==> src/rtl/mem_access_unit.sv <==
// Memory-side sequencer between the datapath MAR/MDR ports and a single-port RAM.
// It runs one read or write per request, with a minimum wait count, a ready handshake and an abort on timeout.
module mem_access_unit #(
  parameter int WAIT_CYCLES = 1,
  parameter int TIMEOUT     = 255
) (
  input  logic        CLK,
  input  logic        CLR,
  input  logic        req_read,
  input  logic        req_write,
  input  logic [15:0] MAR_in,
  input  logic [15:0] MDR_in,
  output logic [15:0] M_bus_data,
  output logic        MMD,
  output logic        busy,
  output logic        done,
  output logic        err,
  output logic [15:0] mem_addr,
  output logic [15:0] mem_wdata,
  output logic        mem_re,
  output logic        mem_we,
  input  logic [15:0] mem_rdata,
  input  logic        mem_ready
);

  typedef enum logic [2:0] {
    IDLE    = 3'd0,
    RD_WAIT = 3'd1,
    RD_DONE = 3'd2,
    WR_WAIT = 3'd3,
    WR_DONE = 3'd4,
    ABORT   = 3'd5
  } state_e;

  localparam logic [7:0] WAIT_LAST = 8'(WAIT_CYCLES - 1);
  localparam logic [7:0] TO_LAST   = 8'(TIMEOUT - 1);

  state_e      state_q, state_d;
  logic [7:0]  cnt_q, cnt_d;
  logic [15:0] addr_q, addr_d;
  logic [15:0] wdata_q, wdata_d;
  logic [15:0] rdata_q, rdata_d;
  logic        complete;
  logic        timeout;
  logic [7:0]  cnt_inc;

  // mem_ready only counts once the minimum wait has elapsed; completion outranks timeout
  assign complete = (cnt_q >= WAIT_LAST) && mem_ready;
  assign timeout  = (cnt_q >= TO_LAST);
  assign cnt_inc  = (cnt_q == 8'hFF) ? 8'hFF : cnt_q + 8'd1;

  always_ff @(posedge CLK or negedge CLR) begin
    if (!CLR) begin
      state_q <= IDLE;
      cnt_q   <= '0;
      addr_q  <= '0;
      wdata_q <= '0;
      rdata_q <= '0;
    end else begin
      state_q <= state_d;
      cnt_q   <= cnt_d;
      addr_q  <= addr_d;
      wdata_q <= wdata_d;
      rdata_q <= rdata_d;
    end
  end

  always_comb begin
    state_d = state_q;
    cnt_d   = cnt_q;
    addr_d  = addr_q;
    wdata_d = wdata_q;
    rdata_d = rdata_q;
    unique case (state_q)
      IDLE: begin
        if (req_read && req_write) begin
          state_d = ABORT;
        end else if (req_read) begin
          addr_d  = MAR_in;
          cnt_d   = '0;
          state_d = RD_WAIT;
        end else if (req_write) begin
          addr_d  = MAR_in;
          wdata_d = MDR_in;
          cnt_d   = '0;
          state_d = WR_WAIT;
        end
      end
      RD_WAIT: begin
        cnt_d = cnt_inc;
        if (complete) begin
          rdata_d = mem_rdata;
          state_d = RD_DONE;
        end else if (timeout) begin
          state_d = ABORT;
        end
      end
      WR_WAIT: begin
        cnt_d = cnt_inc;
        if (complete) begin
          state_d = WR_DONE;
        end else if (timeout) begin
          state_d = ABORT;
        end
      end
      RD_DONE, WR_DONE, ABORT: state_d = IDLE;
      default: state_d = IDLE;
    endcase
  end

  always_comb begin
    busy   = (state_q != IDLE);
    mem_re = (state_q == RD_WAIT);
    mem_we = (state_q == WR_WAIT);
    MMD    = (state_q == RD_DONE);
    done   = (state_q == RD_DONE) || (state_q == WR_DONE) || (state_q == ABORT);
    err    = (state_q == ABORT);
  end

  assign mem_addr   = addr_q;
  assign mem_wdata  = wdata_q;
  assign M_bus_data = rdata_q;

endmodule

==> config.mk <==
export PLATFORM = sky130hd
export DESIGN_NAME = mem_access_unit
export DESIGN_NICKNAME = d
export VERILOG_FILES = /design/src/rtl/mem_access_unit.sv
export SDC_FILE = /design/constraint.sdc
export NUM_CORES = 1
export LEC_CHECK = 0
export ABC_CLOCK_PERIOD_IN_PS = 2000
export CAP_MARGIN = 20
export CORE_UTILIZATION = 31
export CTS_CLUSTER_DIAMETER = 50
export DETAILED_ROUTE_END_ITERATION = 16
export PLACE_DENSITY_LB_ADDON = 0.12
export SLEW_MARGIN = 20
export SYNTH_ARGS = -nofsm -noshare
export SYNTH_HDL_FRONTEND = slang
export SYNTH_SLANG_ARGS = --single-unit
export TNS_END_PERCENT = 5
==> constraint.sdc <==
create_clock -name CLK -period 2 [get_ports CLK]
set_input_delay 0.4 -clock CLK [delete_from_list [all_inputs] [get_ports CLK]]
set_output_delay 0.4 -clock CLK [all_outputs]
set_load 0.05 [all_outputs]
==> results of run 1 <==
state kept, by name, indices dropped and copies added (netlist names):
register    flops
cnt_q           8
mem_addr       16
state_q         3
M_bus_data     16
mem_wdata      16
metal layers:
metal	GRT usage, %	part of all wire (%)	vias to the layer above
li1	-	-	921
met1	20.12	48	933
met2	22.37	46	51
met3	3.902	5.3	6
met4	6.923	0.85	0
met5	0	0	-
timing repair:
action	CTS	global route
buffers inserted	0	2
resized for setup	1	2
endpoints found under the setup margin	1	3
cell usage in the layout (no fill, tap or decap), drive strengths merged, types with 2 or more instances in the layout:
| cell | n |
|---|---|
| a21o | 3 |
| a21oi | 9 |
| and3 | 4 |
| buf | 21 |
| clkbuf | 10 |
| clkdlybuf4s50 | 99 |
| clkinv | 3 |
| clkinvlp | 2 |
| dfrtp | 59 |
| ha | 4 |
| inv | 5 |
| mux2 | 48 |
| nand2 | 7 |
| nand2b | 2 |
| nand3 | 2 |
| nor2 | 6 |
| nor2b | 2 |
| nor3 | 4 |
| o21ai | 4 |
| o22ai | 2 |
| o31ai | 2 |
cell families (layout without fill, tap and decap cells):
family,Yosys count,count (layout)
simple gates,32,32
compound gates,29,29
buf+inv,15,140
flops,59,59
mux,49,49
fa+ha+maj,4,4
layout make-up:
cell class / count / area share (%)
clock buffers: 10 / 3.363
clock inverters: 5 / 0.7337
inverters: 5 / 0.4586
multi-input cells: 114 / 25.31
flip-flops and latches: 59 / 36.17
well taps: 105 / 3.210
repair buffers: 120 / 30.76
through the flow:
step           setup slack [ns]  cells  total power (uW)  cell area, um^2
3_3_place_gp            -0.2072    401              6755             3906
6_report                0.08529    418              7714             4093
2_1_floorplan            0.1274    188              5099             2609
5_1_grt                 0.02001    418              8109             4093
3_5_place_dp            -0.2389    401              6794             3906
4_1_cts                 0.02257    416              7780             4075
worst min-delay path by stage:
stage | startpoint | to | slack [ns]
2_1_floorplan | CLR | M_bus_data[0]$_DFFE_PN0P_ | 0.10
3_3_place_gp | CLR | M_bus_data[6]$_DFFE_PN0P_ | 0.44
3_5_place_dp | CLR | mem_addr[5]$_DFFE_PN0P_ | 0.43
4_1_cts | CLR | mem_addr[5]$_DFFE_PN0P_ | 0.06
5_1_grt | CLR | M_bus_data[6]$_DFFE_PN0P_ | 0.07
6_report | CLR | M_bus_data[6]$_DFFE_PN0P_ | 0.06
power breakdown:
| group | internal, uW | switching [uW] | total [uW] | leakage [uW] |
|---|---|---|---|---|
| Combinational | 1920 | 2780 | 4690 | 0.000953 |
| Clock | 469 | 477 | 946 | 0.0000839 |
| Sequential | 1750 | 328 | 2070 | 0.000712 |
| Total | 4130 | 3580 | 7710 | 0.00175 |
==> results.json, run 1 <==
{
  "post-route-util_pct": 50.06,
  "whs_ns": 0.06266,
  "fin_nets": 366,
  "htree_num_levels": 3,
  "drtIter0Drc": 74,
  "clock_skew_ns": 0.01126,
  "regArea_mm2": 0.001480,
  "async_reset_ff_share_pct": 100.0,
  "start_util_pct": 31.77,
  "place_hpwl_um": 4308,
  "worstPathRequired_ns": 1.60,
  "antenna_left": 0,
  "io_buffers": 106,
  "clkLatencyLatePin_ns": 0.33,
  "core_mm2": 0.008175,
  "hp-class": "in -> async",
  "rsz0062_at_grt": "no",
  "cpPeakStageDelay_ns": 0.83,
  "die-area_mm2": 0.008749,
  "overflow": 0,
  "syn2layout_area_growth_pct": 57.56,
  "r2r_end": "mem_wdata[14]$_DFFE_PN0P_",
  "cp.depth": 1,
  "ys_ff_latch": 59,
  "numCtsBuffers": 9,
  "tns_ns": 0,
  "peakVddDrop_uv": 752.3,
  "finalCritPeriodShare_pct": 95.74,
  "critPathLaunch": "mem_wdata[11]$_DFFE_PN0P_",
  "wire_per_inst_um": 14.55,
  "cpMaxStageDelayCell": "clkdlybuf4s50_1",
  "path_buf_inv": 1,
  "synth_xor_area_share_pct": 0,
  "r2r_slack_ns": 0.14,
  "insertedDiodeCount": 0,
  "place_congestion": 0.7382,
  "path_cells": "clkdlybuf4s50_1",
  "setup_violations": 0,
  "synth_top_family_by_area": "multiplexers",
  "avgSynthCellArea_um2": 13.82,
  "dr.pass1.iters": 4,
  "clockBufferDepth": 2,
  "row_count": 33,
  "synth_edf_count": 0,
  "p_leak_uw": 0.001749,
  "yosysSeqAreaShare_pct": 56.84,
  "synthFlopType": "dfrtp_1",
  "crit_arrival_ns": 1.51,
  "synth_compound_area_share_pct": 7.514,
  "drive_above_1_share_pct": 29.71,
  "max_freq_mhz": 522.3,
  "synth_common_cells": "dfrtp_1, mux2_2, mux2_4",
  "synth_fa_ha_area_share_pct": 1.927,
  "ios": 107,
  "cp-start-kind": "flip-flop",
  "synth.area.top_cells": "dfrtp_1, mux2_2, mux2_4",
  "cts_hold_buf": 0,
  "path_clk_slew_ns": 0.07,
  "synthDistinctLibCells": 40,
  "chipWidth_um": 93.54,
  "slew_headroom_pct": 64.72,
  "antenna_found_initial": 0,
  "cap_violations": 0,
  "viasPerCell": 4.572,
  "cts_sinks": 59,
  "fin_crit_ns": 1.915,
  "slew_viol_final": 0,
  "worstMarginPinSlew_ns": 0.5276,
  "yosys_warnings": 0,
  "cts-root-buf": "clkbuf_8",
  "end_kind": "output port",
  "wl_um": 6083,
  "grt_max_degree": 60,
  "r2r-start": "state_q[2]$_DFFE_PN0P_",
  "cp_top_family": "buffers and inverters",
  "critPathKind": "reg -> out",
  "die_h_um": 93.54,
  "synth_top_area_share_pct": 56.84,
  "yosys.area.top_type": "dfrtp_1",
  "multi_input_area_mm2": 0.001036,
  "syn-num-nets": 245,
  "grt_pass1_vias": 1913,
  "fillers": 744,
  "syn_area_mm2": 0.002597,
  "synthMuxAreaShare_pct": 22.64,
  "power.density_mw_per_mm2": 1885,
  "grt_usage_pct": 14.94,
  "cp_max_fo": 2,
  "cts_tree": "done",
  "synth_cells": 188,
  "synth-simple-area-share_pct": 7.370,
  "drc": 0,
  "grt_pass1_wl_um": 9853,
  "final_hold_viol_count": 0,
  "crit_end": "mem_wdata[11]",
  "synth.most_common_cell": "dfrtp_1",
  "via_count": 1911,
  "r2r_cells": 5,
  "status": "complete, no violations"
}
(Power assumes the default switching activity.)
==> run 2: changes to the inputs <==
--- a/config.mk
+++ b/config.mk
@@ -10,6 +10,7 @@
 export CORE_UTILIZATION = 31
 export CTS_CLUSTER_DIAMETER = 50
 export DETAILED_ROUTE_END_ITERATION = 16
+export HOLD_SLACK_MARGIN = 0.02
 export PLACE_DENSITY_LB_ADDON = 0.12
 export SLEW_MARGIN = 20
 export SYNTH_ARGS = -nofsm -noshare
==> results of run 2 <==
Same layout as run 1: the final DEF is identical, and so are final timing and power.
